<file path="src/rtl/plic_target.sv">
// PLIC per-target back end: threshold qualify, claim/complete handshake.
// Define PLIC_TARGET_INPUT_REG_EN for an extra input register stage.
module plic_target #(
  parameter int SOURCES       = 16,
  parameter int PRIORITIES    = 7,
  parameter int SOURCES_BITS  = $clog2(SOURCES + 1),
  parameter int PRIORITY_BITS = $clog2(PRIORITIES)
) (
  input  logic                     clk_i,
  input  logic                     rst_i,
  input  logic [PRIORITY_BITS-1:0] priority_i,
  input  logic [SOURCES_BITS-1:0]  id_i,
  input  logic [PRIORITY_BITS-1:0] threshold_i,
  input  logic                     claim_req_i,
  input  logic                     complete_req_i,
  input  logic [SOURCES_BITS-1:0]  complete_id_i,
  output logic                     ireq_o,
  output logic [SOURCES_BITS-1:0]  id_o,
  output logic                     claim_o,
  output logic [SOURCES_BITS-1:0]  claim_id_o,
  output logic                     complete_o,
  output logic [SOURCES_BITS-1:0]  complete_id_o
);

  typedef enum logic [1:0] {
    IDLE    = 2'd0,
    PEND    = 2'd1,
    CLAIMED = 2'd2
  } state_t;

  state_t                   state;
  logic [PRIORITY_BITS-1:0] prio_r;
  logic [SOURCES_BITS-1:0]  id_r;
  logic [PRIORITY_BITS-1:0] prio_q;
  logic [SOURCES_BITS-1:0]  id_q;
  logic [SOURCES_BITS-1:0]  claimed_id;
  logic                     valid;
  logic                     claim_ok;
  logic                     done;

`ifdef PLIC_TARGET_INPUT_REG_EN
  always_ff @(posedge clk_i or posedge rst_i) begin
    if (rst_i) begin
      prio_r <= '0;
      id_r   <= '0;
    end else begin
      prio_r <= priority_i;
      id_r   <= id_i;
    end
  end
`else
  assign prio_r = priority_i;
  assign id_r   = id_i;
`endif

  always_ff @(posedge clk_i or posedge rst_i) begin
    if (rst_i) begin
      prio_q <= '0;
      id_q   <= '0;
    end else begin
      prio_q <= prio_r;
      id_q   <= id_r;
    end
  end

  // Threshold is live; only the tree result is pipelined.
  assign valid    = (prio_q > threshold_i) && (id_q != '0);
  assign claim_ok = claim_req_i && (state != CLAIMED) && valid;
  assign done     = complete_req_i && (state == CLAIMED)
                    && (complete_id_i == claimed_id);

  always_ff @(posedge clk_i or posedge rst_i) begin
    if (rst_i) begin
      state         <= IDLE;
      claimed_id    <= '0;
      ireq_o        <= 1'b0;
      id_o          <= '0;
      claim_o       <= 1'b0;
      claim_id_o    <= '0;
      complete_o    <= 1'b0;
      complete_id_o <= '0;
    end else begin
      ireq_o     <= valid && (state != CLAIMED) && !claim_ok;
      claim_o    <= claim_ok;
      complete_o <= done;
      if (claim_req_i) id_o <= claim_ok ? id_q : '0;
      if (claim_ok) begin
        claim_id_o <= id_q;
        claimed_id <= id_q;
      end
      if (done) complete_id_o <= complete_id_i;
      case (state)
        IDLE: begin
          if (claim_ok) state <= CLAIMED;
          else if (valid) state <= PEND;
        end
        PEND: begin
          if (claim_ok) state <= CLAIMED;
          else if (!valid) state <= IDLE;
        end
        CLAIMED: begin
          if (done) state <= IDLE;
        end
        default: state <= IDLE;
      endcase
    end
  end

endmodule
</file>
<file path="config.mk">
export PLATFORM = sky130hd
export DESIGN_NAME = plic_target
export DESIGN_NICKNAME = d
export VERILOG_FILES = /design/src/rtl/plic_target.sv
export SDC_FILE = /design/constraint.sdc
export NUM_CORES = 1
export LEC_CHECK = 0
export ABC_AREA = 1
export CORE_AREA = 3 3 57 59
export CTS_BUF_LIST = sky130_fd_sc_hd__clkbuf_4 sky130_fd_sc_hd__clkbuf_8 sky130_fd_sc_hd__clkbuf_16
export DETAILED_ROUTE_END_ITERATION = 8
export DIE_AREA = 0 0 60 62
export GPL_ROUTABILITY_DRIVEN = 1
export PLACE_DENSITY = 0.85
export SETUP_SLACK_MARGIN = 0.2
export SYNTH_ARGS = -nofsm -noshare
export SYNTH_HDL_FRONTEND = slang
export SYNTH_SLANG_ARGS = --single-unit
</file>
<file path="constraint.sdc">
create_clock -name clk_i -period 1.9 [get_ports clk_i]
set_input_delay 0.38 -clock clk_i [delete_from_list [all_inputs] [get_ports clk_i]]
set_output_delay 0.38 -clock clk_i [all_outputs]
set_load 0.1 [all_outputs]
</file>
==> results.md, run 1 <==
Clock tree
• **number of buffers created by CTS** 3
• **clock root buffer** sky130_fd_sc_hd__clkbuf_4
• **Clock Path Buffers** 2
• **clock sink total** 28
• **hold buffer count at cts** 0
• **Reg clk slew, reported paths** 0.14 ns
• **CTS H-tree lvls** 1
• **worst-skew pair later-pin latency** 0.32 ns
• **TritonCTS clock tree** done

Floorplan
• **count of boundary I/O pins** 38
• **row count** 19
• **placeable core region** 0.00276 mm^2
• **horizontal extent of the die** 60 um
• **full die area** 0.00372 mm^2
• **Vert. Die Dim** 62 um
• **initial standard-cell utilization of the core** 45.2%

Worst setup path
• **critical path start-end classification** primary input to flip-flop
• **cell at the slowest stage of the critical path** sky130_fd_sc_hd__clkdlybuf4s50_1
• **signal arrival time at the worst endpoint** 1.86 ns
• **type of element launching the critical path** primary input
• **maximum fanout along the worst path** 16
• **crit-path cells** clkdlybuf4s50_1 -> inv_1 -> ha_1 -> nand3b_1 -> nand2_1 -> nand4_4 -> buf_12 -> buf_4 -> o21ai_2
• **capturing element type of the critical path** flip-flop
• **family of cells with the greatest summed delay on the critical path** buffers and inverters
• **register-to-register path setup slack** 0.44 ns
• **number of buffers and inverters on the critical path** 4
• **Worst EP required** 2.16 ns
• **CP max stage delay** 0.45 ns

Final layout
• **highest-count cells in the layout ignoring fill and taps** 34 x sky130_fd_sc_hd__nand2_1, 23 x sky130_fd_sc_hd__dfrtp_1, 22 x sky130_fd_sc_hd__inv_1
• **count of nets after finishing** 201
• **synthesis-to-layout area growth** 46.8%
• **Post-Layout Inst Area** 0.00183 mm^2
• **layout cells sized above 1** 33.3%
• **post-layout util** 66.4%
• **commonest non-fill, non-tap cell in the layout** sky130_fd_sc_hd__nand2_1
• **fill cell total of the finished layout** 219
• **number of antenna diodes** 0

Timing
• **min Tclk post-route** 1.61 ns
• **RSZ-0062 raised after global routing** no
• **relative max-transition margin** 77.2%
• **number of max-slew violations in the final report** 0
• **slew at the pin closest to its max-slew limit** 0.341 ns
• **crit path setup slack, layout** 0.293 ns
• **final period utilization** 84.6%
• **skew final** 0.00406 ns
• **setup violators final** 0
• **final hold violation count** 0
• **maximum operating frequency** 622 MHz

Detailed routing
• **Starting DRT DRC Count** 27
• **DRC errors left** 0
• **vias after detailed routing** 985
• **number of vias per cell after detailed routing** 4.74
• **number of routed nets with antenna violations** 0
• **detail-routed net length per standard cell** 12.6 um
• **Routed Wire Length** 2.63 mm
• **First-pass DRT Iterations** 4

Global route
• **first-pass GRT wire length** 4.12 mm
• **initial antenna violation count** 0
• **maximum number of pins on one net before global-route repair** 29
• **global-route usage over all layers** 15.1%
• **residual overflow from global routing** 0
• **number of global-route vias before repair** 952

Power
• **PnR Total Power** 2.95 mW
• **reported leakage power** 0.929 nW
• **Max rail drop VDD** 1.37 mV
• **total power divided by cell area** 1610 mW/mm^2

Logic synthesis
• **total of warnings raised by yosys** 0
• **cell area after synthesis** 0.00125 mm^2
• **register bit total from synthesis** 28
• **post-synth net total** 151
• **portion of the post-synthesis area used by sequential elements** 56.2%
• **distinct cell type count after synthesis** 18
• **Cells after Synth** 128
• **average cell area after synthesis** 9.75 um^2

Placed design
• **HPWL after DPL** 1.96 mm
• **Placed Instance Area** 0.00173 mm^2
• **DP Worst Slack** -0.133 ns
• **total of buffers placed on input and output ports** 37
• **final weighted congestion of routability-driven global placement** 0.833

Run
• **Max Cap Violations** 0

Hold path
• **path category of the worst min-delay check** primary input to asynchronous set/reset pin

Run status
• **outcome** completed

state kept, by name, indices dropped and copies added, names as in the netlist:
name	count
state	2
ireq_o	1
id_q	5
complete_id_o	5
id_o	5
prio_q	3
claimed_id	5
complete_o	1
claim_o	1
cell usage after synthesis:
cell type | instances | area (um^2)
sky130_fd_sc_hd__o21ai_2 | 14 | 123
sky130_fd_sc_hd__inv_1 | 22 | 82.6
sky130_fd_sc_hd__nand3_2 | 1 | 10.0
sky130_fd_sc_hd__nand2_2 | 1 | 6.26
sky130_fd_sc_hd__buf_6 | 2 | 22.5
sky130_fd_sc_hd__inv_2 | 2 | 7.51
sky130_fd_sc_hd__nand3b_1 | 1 | 7.51
sky130_fd_sc_hd__ha_1 | 3 | 37.5
sky130_fd_sc_hd__nand4_4 | 1 | 21.3
sky130_fd_sc_hd__o21ai_0 | 2 | 10.0
sky130_fd_sc_hd__nand2_1 | 34 | 128
sky130_fd_sc_hd__nand4_1 | 1 | 6.26
sky130_fd_sc_hd__nor3_1 | 2 | 10.0
sky130_fd_sc_hd__nor2_4 | 2 | 22.5
sky130_fd_sc_hd__dfrtp_1 | 28 | 701
sky130_fd_sc_hd__a21oi_1 | 2 | 10.0
sky130_fd_sc_hd__nor2_1 | 6 | 22.5
sky130_fd_sc_hd__nand3_1 | 4 | 20.0
per-stage QoR:
stage               hold slack, ns  TNS (ns)  std cells
CTS                          0.398         0        203
global placement             0.468    -0.496        199
floorplan                    0.411         0        128
global route                 0.439         0        208
finish                       0.388         0        208
detailed placement           0.476     -1.16        199
report_power, final:
group | total, mW | switching, mW | internal, mW
Combinational | 1.75 | 1.21 | 0.546
Sequential | 0.916 | 0.166 | 0.750
Clock | 0.283 | 0.166 | 0.117
Total | 2.95 | 1.54 | 1.41
path summary, 6_finish.rpt:
| path | from | end | depth (start not counted) |
|---|---|---|---|
| setup / recovery | threshold_i[1] | id_o[1] | 9 |
| hold / removal | rst_i | id_q[4] | 3 |
| setup reg to reg | prio_q[2] | id_o[1] | 7 |
| hold reg to reg | complete_id_o[3] | complete_id_o[3] | 2 |
| max in group asynchronous | rst_i | claimed_id[3] | 3 |
| min in group clk_i | id_i[2] | id_q[2] | 1 |
tightest hold or removal path: cells and delay by family:
kind | cells | cell delay (ns)
buffers and inverters | 3 | 0.75
area by class of cell:
type / instances / area (um^2) / share of cell area (%)
flip-flops and latches: 28 / 707 / 38.6
repair buffers: 47 / 513 / 28.0
multi-input cells: 74 / 447 / 24.4
inverters: 24 / 90.1 / 4.92
well taps: 31 / 38.8 / 2.12
clock buffers: 4 / 36.3 / 1.98
metal layers:
layer  vias to the layer above  part of all wire [%]  GRT usage [%]
li1                        496                     -              -
met1                       463                    40           18.0
met2                        24                    55           26.4
met3                         2                   4.6           3.31
met4                         0                  0.87           6.33
met5                         -                     0              0
timing repair:
| action | in CTS | in global routing |
|---|---|---|
| buffers inserted | 0 | 5 |
| resized for setup | 0 | 1 |
| endpoints found under the setup margin | 0 | 12 |
kinds of logic (layout without fill, tap and decap cells):
logic type / after synthesis / in the layout / share of synthesized area (%)
fa+ha+maj: 3 / 3 / 3.01
buf+inv: 26 / 75 / 9.03
compound gates: 18 / 18 / 11.4
flops: 28 / 28 / 56.2
simple gates: 53 / 53 / 20.4
(Power assumes the default switching activity.)
==> run 2: changes to the inputs <==
--- a/config.mk
+++ b/config.mk
@@ -6,12 +6,12 @@
 export NUM_CORES = 1
 export LEC_CHECK = 0
 export ABC_AREA = 1
-export CORE_AREA = 3 3 57 59
+export CORE_AREA = 3 3 60 62
 export CTS_BUF_LIST = sky130_fd_sc_hd__clkbuf_4 sky130_fd_sc_hd__clkbuf_8 sky130_fd_sc_hd__clkbuf_16
 export DETAILED_ROUTE_END_ITERATION = 8
-export DIE_AREA = 0 0 60 62
+export DIE_AREA = 0 0 63 65
 export GPL_ROUTABILITY_DRIVEN = 1
-export PLACE_DENSITY = 0.85
+export PLACE_DENSITY = 0.81
 export SETUP_SLACK_MARGIN = 0.2
 export SYNTH_ARGS = -nofsm -noshare
 export SYNTH_HDL_FRONTEND = slang
==> constraint.sdc (replaced) <==
create_clock -name clk_i -period 1.47 [get_ports clk_i]
set_input_delay 0.294 -clock clk_i [delete_from_list [all_inputs] [get_ports clk_i]]
set_output_delay 0.294 -clock clk_i [all_outputs]
set_load 0.1 [all_outputs]
==> results.md, run 2 (synthesis results as in run 1) <==
Floorplan
• **placeable core region** 0.00308 mm^2, +12%
• **initial standard-cell utilization of the core** 40.5%, -4.7 points
• **full die area** 0.00410 mm^2, +10%
• **row count** 20, +1
• **horizontal extent of the die** 63 um, +5.0%
• **count of boundary I/O pins** 38, unchanged
• **Vert. Die Dim** 65 um, +4.8%

Final layout
• **number of antenna diodes** 0, unchanged
• **highest-count cells in the layout ignoring fill and taps** 23 x sky130_fd_sc_hd__dfrtp_1, 20 x sky130_fd_sc_hd__buf_12, 18 x sky130_fd_sc_hd__nand2_1
• **commonest non-fill, non-tap cell in the layout** sky130_fd_sc_hd__dfrtp_1
• **layout cells sized above 1** 53.2%, +20 points
• **synthesis-to-layout area growth** 80.5%
• **count of nets after finishing** 214, +6.5%
• **fill cell total of the finished layout** 189, -14%
• **post-layout util** 73.2%, +6.7 points

Worst setup path
• **worst flop-to-flop path startpoint** prio_q[1]
• **signal arrival time at the worst endpoint** 1.82 ns, -0.04 ns
• **cell at the slowest stage of the critical path** sky130_fd_sc_hd__dfrtp_1
• **capturing element type of the critical path** flip-flop
• **length in cells of the worst reg-to-reg path** 8, +1
• **CP max stage delay** 0.43 ns, -0.02 ns
• **Most Frequent Cell on Critical Path** sky130_fd_sc_hd__nand2_1
• **crit-path cells** ha_4 -> nand3b_1 -> nand2_2 -> buf_4 -> nand3_1 -> nand2_1 -> nand2_1 -> a21oi_2
• **maximum fanout along the worst path** 2, -14
• **type of element launching the critical path** flip-flop
• **Worst EP required** 1.75 ns, -0.41 ns
• **critical path start-end classification** flip-flop to flip-flop
• **RR Endpoint** state[0]
• **register-to-register path setup slack** -0.07 ns, -0.51 ns

Global route
• **maximum number of pins on one net before global-route repair** 29, unchanged
• **global-route usage over all layers** 16.5%, +1.4 points
• **initial antenna violation count** 0, unchanged
• **number of global-route vias before repair** 1175, +23%
• **first-pass GRT wire length** 5.25 mm, +27%
• **residual overflow from global routing** 0, unchanged

Detailed routing
• **Routed Wire Length** 3.42 mm, +30%
• **number of vias per cell after detailed routing** 4.82, +1.7%
• **DRC errors left** 0, unchanged
• **detail-routed net length per standard cell** 14.6 um, +16%
• **number of routed nets with antenna violations** 0, unchanged
• **First-pass DRT Iterations** 4, unchanged
• **vias after detailed routing** 1127, +14%
• **Starting DRT DRC Count** 45, +67%

Clock tree
• **clock sink total** 28, unchanged
• **Reg clk slew, reported paths** 0.15 ns, about the same
• **worst-skew pair later-pin latency** 0.34 ns, +0.02 ns
• **CTS H-tree lvls** 1, unchanged
• **TritonCTS clock tree** done
• **Clock Path Buffers** 2, unchanged
• **number of buffers created by CTS** 3, unchanged
• **clock root buffer** sky130_fd_sc_hd__clkbuf_4
• **hold buffer count at cts** 0, unchanged

Power
• **total power divided by cell area** 2030 mW/mm^2, +26%
• **Max rail drop VDD** 1.28 mV, -6.8%
• **reported leakage power** 1.07 nW, +15%

Timing
• **Worst Hold Margin** 0.259 ns, -0.129 ns
• **RSZ-0062 raised after global routing** yes
• **final hold violation count** 0, unchanged
• **final period utilization** 105%
• **relative max-transition margin** 82.3%, +5.0 points
• **skew final** 0.00772 ns, +0.00366 ns
• **maximum operating frequency** 649 MHz
• **setup violators final** 11, +11
• **crit path setup slack, layout** -0.0702 ns, -0.363 ns
• **number of max-slew violations in the final report** 0, unchanged
• **min Tclk post-route** 1.54 ns
• **slew at the pin closest to its max-slew limit** 0.265 ns, -0.0761 ns

Run status
• **violated checks** setup timing
• **outcome** complete, but fails checks

Run
• **Max Cap Violations** 0, unchanged

Placed design
• **HPWL after DPL** 2.15 mm, +9.8%
• **total of buffers placed on input and output ports** 37, unchanged
• **final weighted congestion of routability-driven global placement** 0.837, +0.46%

Hold path
• **path category of the worst min-delay check** primary input to asynchronous set/reset pin

[run 2: what timing repair did]
| action | 4_1_cts | 5_1_grt |
|---|---|---|
| resized for setup | 16 | 19 |
| hold endpoints to repair | 0 | 0 |
| cloned | 1 | 1 |
| setup buffers | 4 | 6 |
| endpoints found under the setup margin | 29 | 37 |
| pin swaps | 3 | 3 |
[run 2: stage by stage]
stage          power [mW]  setup slack [ns]  instances  setup TNS [ns]  instance area [um^2]
2_1_floorplan        2.77             0.101        128               0                  1290
3_3_place_gp         3.67            -0.316        218           -4.27                  1980
3_5_place_dp         3.73            -0.388        218           -5.32                  1980
4_1_cts              4.35           0.00194        227               0                  2130
5_1_grt              4.75            -0.153        234           -1.18                  2250
6_report             4.58           -0.0702        234          -0.333                  2250
[run 2: cell type report]
type / instances / area, um^2 / area share (%)
clock inverter: 1 / 30.0 / 1.33
tap: 44 / 55.1 / 2.44
timing repair buffer: 60 / 788 / 35.0
inverter: 24 / 90.1 / 4.00
multi-input combinational: 74 / 547 / 24.3
sequential: 28 / 719 / 31.9
clock buffer: 3 / 22.5 / 1.00
[run 2: how the worst max path moves through the flow]
stage | from | cells after the start | to | slack (ns)
finish | prio_q[1] | 8 | state[0] | -0.07
global route | prio_q[1] | 8 | state[0] | -0.15
CTS | prio_q[2] | 7 | claimed_id[0] | 0.002
detailed placement | threshold_i[1] | 9 | claimed_id[4] | -0.39
global placement | threshold_i[1] | 8 | claimed_id[4] | -0.32
floorplan | claimed_id[0] | 7 | complete_id_o[0] | 0.10
[run 2: routing by layer]
layer  GRT usage [%]  vias to the layer above  wire length (um)
met3            3.81                       10               249
met1            18.9                      545              1270
met2            29.2                       55              1810
met5               0                        -                 0
met4            7.16                        0                92
li1                -                      517                 -
[run 2: critical path, delay by kind of cell, from the launching register on]
family          cells  cell delay [ns]
simple gates        5             0.53
flops               1             0.43
fa+ha+maj           1             0.28
buf+inv             1             0.12
compound gates      1             0.11
[run 2: where the power goes]
part           switching (mW)  internal, mW  leakage (nW)
Clock                   0.233         0.276        0.0279
Combinational            1.70          1.08         0.693
Sequential              0.289          1.00         0.350
Total                    2.22          2.36          1.07
==> run 3: changes to the inputs <==
--- a/config.mk
+++ b/config.mk
@@ -11,6 +11,7 @@
 export DETAILED_ROUTE_END_ITERATION = 8
 export DIE_AREA = 0 0 63 65
 export GPL_ROUTABILITY_DRIVEN = 1
+export HOLD_SLACK_MARGIN = 0.1
 export PLACE_DENSITY = 0.81
 export SETUP_SLACK_MARGIN = 0.2
 export SYNTH_ARGS = -nofsm -noshare
==> results of run 3 <==
Same layout as run 2: the final DEF is identical, and so are final timing and power.
==> variant 1: new RTL, config.mk and constraints of run 2 <==
Put one more register stage on the output `complete_id_o`, cleared by the reset. The value now appears one clock later. The other outputs are not delayed to match.
--- a/src/rtl/plic_target.sv
+++ b/src/rtl/plic_target.sv
@@ -27,6 +27,8 @@
     PEND    = 2'd1,
     CLAIMED = 2'd2
   } state_t;
+
+  logic [SOURCES_BITS-1:0] complete_id_s0;
 
   state_t                   state;
   logic [PRIORITY_BITS-1:0] prio_r;
@@ -78,7 +80,7 @@
       claim_o       <= 1'b0;
       claim_id_o    <= '0;
       complete_o    <= 1'b0;
-      complete_id_o <= '0;
+      complete_id_s0 <= '0;
     end else begin
       ireq_o     <= valid && (state != CLAIMED) && !claim_ok;
       claim_o    <= claim_ok;
@@ -88,7 +90,7 @@
         claim_id_o <= id_q;
         claimed_id <= id_q;
       end
-      if (done) complete_id_o <= complete_id_i;
+      if (done) complete_id_s0 <= complete_id_i;
       case (state)
         IDLE: begin
           if (claim_ok) state <= CLAIMED;
@@ -106,4 +108,12 @@
     end
   end
 
+  always_ff @(posedge clk_i or posedge rst_i) begin
+    if (rst_i) begin
+      complete_id_o <= '0;
+    end else begin
+      complete_id_o <= complete_id_s0;
+    end
+  end
+
 endmodule
Check against the original RTL: not equivalent (a bounded check fails within 4 cycles, from zero or initial values and one cycle with rst_i high).
==> variant 1 against run 2 <==
  * Routed wire length shrank 4.9%
  * Final cell count shrank 2.1%
  * Setup slack gained 130 ps
  * Largest cell class is now sequential cells
  * Cell area grew 1.0%
  * Power grew 6.3%
  * Synthesized area grew 4.8%
  * Highest routed layer unchanged
  * Via count shrank 1.6%
  * Sequential cell count grew 5
  * Sequential share of layout area grew 5.2 points
  * Fmax grew 9.1%
==> variant 1: results (changes against run 2) <==
status=finished clean (was finished with violations); pin count of the biggest net entering global routing=34 (was 29); Post-Syn Nets=153 (was 151); Worst slew margin=86.0% (was 82.3%); GP Congestion=0.758 (was 0.837); initial DRC count=47 (was 45); H-tree lvl count=2 (was 1); postcts setup bufs=0 (was 4); worst vdd ir=1.05 mV (was 1.28 mV); number of global-route vias before repair=1183 (was 1175); Detailed Route WL=3250 um (was 3420 um); antenna fix cells=0 (unchanged); Reg-to-Reg Start=prio_q[1] (unchanged); hpwl dp=2270 um (was 2150 um); Clk pin slew, worst setup/hold paths=120 ps (was 150 ps); first-pass GRT wire length=4970 um (was 5250 um); Worst R2R End=claimed_id[2] (was state[0]); layout cells sized above 1=48.1% (was 53.2%); clk_skew=23.2 ps (was 7.72 ps); setup TNS=0 ps (was -333 ps); # port buffers=37 (unchanged); CP Max Fanout=7 (was 2); core area=3080 um^2 (unchanged); clk buf depth=2 (unchanged); Primary FF master, synth=dfrtp_1 (unchanged); Synth top cells by count=40 x nand2_1, 33 x dfrtp_1, 19 x inv_1 (was 34 x nand2_1, 28 x dfrtp_1, 22 x inv_1); M1 GR Usage=14.7% (was 18.9%); fin cells=229 (was 234); ys async rst share=100% (unchanged); antenna violations before repair=0 (unchanged); Critical-path top delay cell=dfrtp_1 (unchanged); WP data arrival=1680 ps (was 1820 ps); YS warnings=0 (unchanged); Hold Crit Class=input port to async pin (unchanged); met3 usage=4.68% (was 3.81%); Avg Inst Size Synth=10.1 um^2 (was 9.75 um^2); number of cells on the worst reg-to-reg path=7 (was 8); met2 Track Usage GR=30.6% (was 29.2%); Lkg Pwr=1.09 nW (was 1.07 nW); Synth area leaders=dfrtp_1 63%, nand2_1 11%, inv_1 5.5% (was dfrtp_1 56%, nand2_1 10%, o21ai_2 9.8%); GRT Total Usage=16.3% (was 16.5%); Via Count=1109 (was 1127); critical path's top delay family=simple AND/OR/NAND/NOR gates (unchanged); CP max stage delay=420 ps; Netlist cell types=18 (unchanged); clk_lat worst skew=350 ps; drt pass-1 iters=4 (unchanged); CTS Buf Count=5 (was 3); placed instance count=220 (was 218); root buf cell=clkbuf_4 (unchanged); Seq/Total Area, Yosys=63.2% (was 56.2%); nets@finish=207 (was 214); Reg2Reg Setup Slack=60 ps (was -70 ps)
## variant 1: changes by cell type in the layout (fill, tap and decap cells not counted), sizes merged, moves of 2 or more
cell / run 2 / this run
clkdlybuf4s50: 17 / 15
buf: 39 / 28
clkinv: 0 / 2
dlymetal6s2s: 0 / 2
dfrtp: 28 / 33
inv: 24 / 20
nor3: 2 / 0
nand2: 35 / 40
o21ai: 16 / 13
## variant 1: cell families after synthesis
group,count (synthesis),synth area share (%)
buffers and inverters,22,7.08
adders and majority gates,3,2.87
DFF,33,63.2
AOI/OAI and AO/OA,15,7.66
and+or+nand+nor,57,19.2
## variant 1: how the worst max path moves through the flow
stage / from / to / slack (ps) / cells after the start
3_3_place_gp: threshold_i[2] / claimed_id[0] / -270 / 9
5_1_grt: prio_q[2] / claimed_id[0] / -30 / 7
6_report: prio_q[1] / claimed_id[2] / 60 / 7
3_5_place_dp: threshold_i[1] / claimed_id[4] / -370 / 9
2_1_floorplan: claimed_id[1] / complete_id_s0[0] / 140 / 7
4_1_cts: prio_q[2] / claimed_id[2] / 60 / 7
## variant 1: area by class of cell
cell class                 instances  area (um^2)
sequential                        33          845
fill                             200          803
timing repair buffer              47          652
multi-input combinational         75          527
inverter                          21         86.3
clock inverter                     3         65.1
tap                               44         55.1
clock buffer                       5         37.5
timing repair inverter             1         7.51
## variant 1: layer usage
metal  vias to the layer above  wire length (um)  part of all wire, %
met5                         -                 0                    0
met4                         0               127                  3.9
met3                        14               200                  6.2
met2                        45              1800                   55
met1                       540              1130                   35
li1                        510                 -                    -
## variant 1: where the power goes
part	internal, W	switching [W]	total, W
Combinational	0.000903	0.00164	0.00254
Sequential	0.00119	0.000284	0.00147
Clock	0.000527	0.000327	0.000854
Total	0.00262	0.00225	0.00487
## variant 1: worst reg2reg max path, delay by kind of cell, from the launching register on
| kind | cells | cell delay (ps) |
|---|---|---|
| simple gates | 4 | 440 |
| compound gates | 1 | 60 |
| buf+inv | 1 | 140 |
| fa+ha+maj | 1 | 290 |
| flops | 1 | 420 |
## variant 1: repair_timing
action,CTS,global route
gates cloned,1,0
resized for setup,22,21
hold buffers,0,0
pin swaps,12,10
setup endpoints to repair,24,28
## variant 1: metrics by stage
step | area [um^2] | worst slack (ps) | hold slack (ps) | util, % | total power, W
after global routing | 2270 | -25.5 | 308 | 73.9 | 0.00502
after global placement | 2030 | -269 | 361 | 66.1 | 0.00376
after floorplan | 1350 | 136 | 325 | - | 0.00287
after detailed placement | 2030 | -371 | 368 | 66.1 | 0.00383
final | 2270 | 58.7 | 275 | 73.9 | 0.00487
after CTS | 2210 | 55.8 | 283 | 71.7 | 0.00474
==> variant 2: new RTL, config.mk and constraints of run 2 <==
Made on the original files. `SOURCES`: 16 -> 32.
--- a/src/rtl/plic_target.sv
+++ b/src/rtl/plic_target.sv
@@ -1,7 +1,7 @@
 // PLIC per-target back end: threshold qualify, claim/complete handshake.
 // Define PLIC_TARGET_INPUT_REG_EN for an extra input register stage.
 module plic_target #(
-  parameter int SOURCES       = 16,
+  parameter int SOURCES       = 32,
   parameter int PRIORITIES    = 7,
   parameter int SOURCES_BITS  = $clog2(SOURCES + 1),
   parameter int PRIORITY_BITS = $clog2(PRIORITIES)
Ports: changed (5 resized); port bits go from 38 to 43. No check against the original RTL was run, so the function may have changed too.
==> variant 2 against run 2 <==
  * The run still ends with negative setup slack left
  * Sequential cell count up 4
  * Largest cell class is now sequential cells
  * Power up 20%
  * Critical endpoint is now claimed_id[5]
  * Largest power group unchanged
  * Fmax down 1.9%
  * Setup slack worse by 31 ps
  * Cell area up 10%
  * Synthesized cell count up 20%
  * Routed wire length up 0.79%
  * Hold slack better by 35 ps
  * Critical path type unchanged
  * Synthesized area up 12%
==> variant 2: results (changes against run 2) <==
antenna fix cells=0 (unchanged); Seq/Total Area, Yosys=57.5% (was 56.2%); Max Used Layer=met4 (unchanged); worst setup margin=-101 ps (was -70.2 ps); status=finished with violations (unchanged); first-pass GRT wire length=5550 um (was 5250 um); Critical Path Start=prio_q[2] (was prio_q[1]); Clk pwr share=12.0% (was 11.1%); wire length on met2=1870 um (was 1810 um); Via Count=1251 (was 1127); CTS Buf Count=5 (was 3); CP max stage delay=410 ps (was 430 ps); hold_ws=294 ps (was 259 ps); Wirelength per Cell=13.1 um (was 14.6 um); metal3 WL=180 um (was 249 um); wl on met1=1330 um (was 1270 um); layout cells sized above 1=45.5% (was 53.2%); ys async rst share=100% (unchanged); GRT Total Usage=18.0% (was 16.5%); nets@finish=244 (was 214); Synth top cells by count=41 x nand2_1, 32 x dfrtp_1, 25 x inv_1 (was 34 x nand2_1, 28 x dfrtp_1, 22 x inv_1); worst vdd ir=1.25 mV (was 1.28 mV); dpl ws=-475 ps (was -388 ps); # port buffers=42 (was 37); GP Congestion=0.848 (was 0.837); Post-Syn Nets=178 (was 151); root buf cell=clkbuf_4 (unchanged); Clk pin slew, worst setup/hold paths=90 ps (was 150 ps); final setup fails=14 (was 11); clk_lat worst skew=330 ps; YS warnings=0 (unchanged); WP data arrival=1790 ps (was 1820 ps); Critical-path top delay cell=dfrtp_1 (unchanged); initial DRC count=42 (was 45); clk_skew=5.46 ps (was 7.72 ps); Netlist cell types=20 (was 18); hpwl dp=2410 um (was 2150 um); P_sw=0.00270 W (was 0.00222 W); antenna violations before repair=0 (unchanged); Reg power frac=27.5% (was 28.2%); number of cells on the worst reg-to-reg path=7 (was 8); H-tree lvl count=2 (was 1); drt pass-1 iters=4 (unchanged); violated checks=negative setup slack (unchanged); Synth area leaders=dfrtp_1 57%, nand2_1 11%, inv_1 6.7% (was dfrtp_1 56%, nand2_1 10%, o21ai_2 9.8%); Worst R2R End=claimed_id[5] (was state[0]); CP Max Fanout=5 (was 2); Worst slew margin=82.1% (was 82.3%); Lkg Pwr=1.21 nW (was 1.07 nW); Filler Cells Inserted=176 (was 189); clk buf depth=2 (unchanged); critical path's top delay family=flip-flops (was simple AND/OR/NAND/NOR gates); pin count of the biggest net entering global routing=33 (was 29); Sw Share=49.1% (was 48.6%); Hold Crit Class=input port to async pin (unchanged)
==> variant 2: how the worst max path moves through the flow <==
stage | to | depth (start not counted)
finish | claimed_id[5] | 7
global placement | state[0] | 9
CTS | claimed_id[4] | 7
floorplan | complete_id_o[1] | 6
detailed placement | state[0] | 9
global route | claimed_id[3] | 7
==> variant 2: layout make-up <==
class                      instances  area (um^2)  share of cell area (%)
clock buffer                       6         45.0                    1.81
sequential                        32          823                    33.2
timing repair buffer              62          807                    32.5
multi-input combinational         93          621                    25.0
inverter                          25         96.3                    3.88
clock inverter                     2         35.0                    1.41
tap                               44         55.1                    2.22
==> variant 2: kinds of logic (layout without fill, tap and decap cells) <==
kind of cell | count (synthesis) | in the layout | share of synthesized area (%)
fa+ha+maj | 3 | 3 | 2.69
flops | 32 | 32 | 57.5
compound gates | 23 | 23 | 9.87
buf+inv | 28 | 95 | 8.44
simple gates | 66 | 66 | 20.9
xor+xnor | 1 | 1 | 0.628
==> variant 2: metal layers <==
metal	GRT usage, %	up-vias
met2	33.5	42
met3	5.72	9
li1	-	608
met5	0	-
met4	5.79	0
met1	19.2	592
==> variant 2: metrics by stage <==
step / area, um^2 / cells / setup TNS, ps
after global routing: 2480 / 264 / -1990
final: 2480 / 264 / -1050
after detailed placement: 2220 / 250 / -7820
after global placement: 2220 / 250 / -6240
after CTS: 2440 / 264 / -458
after floorplan: 1460 / 153 / -16.0
==> variant 2: repair_timing <==
action,4_1_cts,5_1_grt
gates resized for setup,29,12
pin swaps,8,2
cloned,2,0
setup endpoints to repair,29,36
buffers inserted,4,0
==> variant 2: worst min-delay path, stage by stage <==
cell,delay [ps]
clkdlybuf4s50_1,400
inv_1,90
buf_12,200
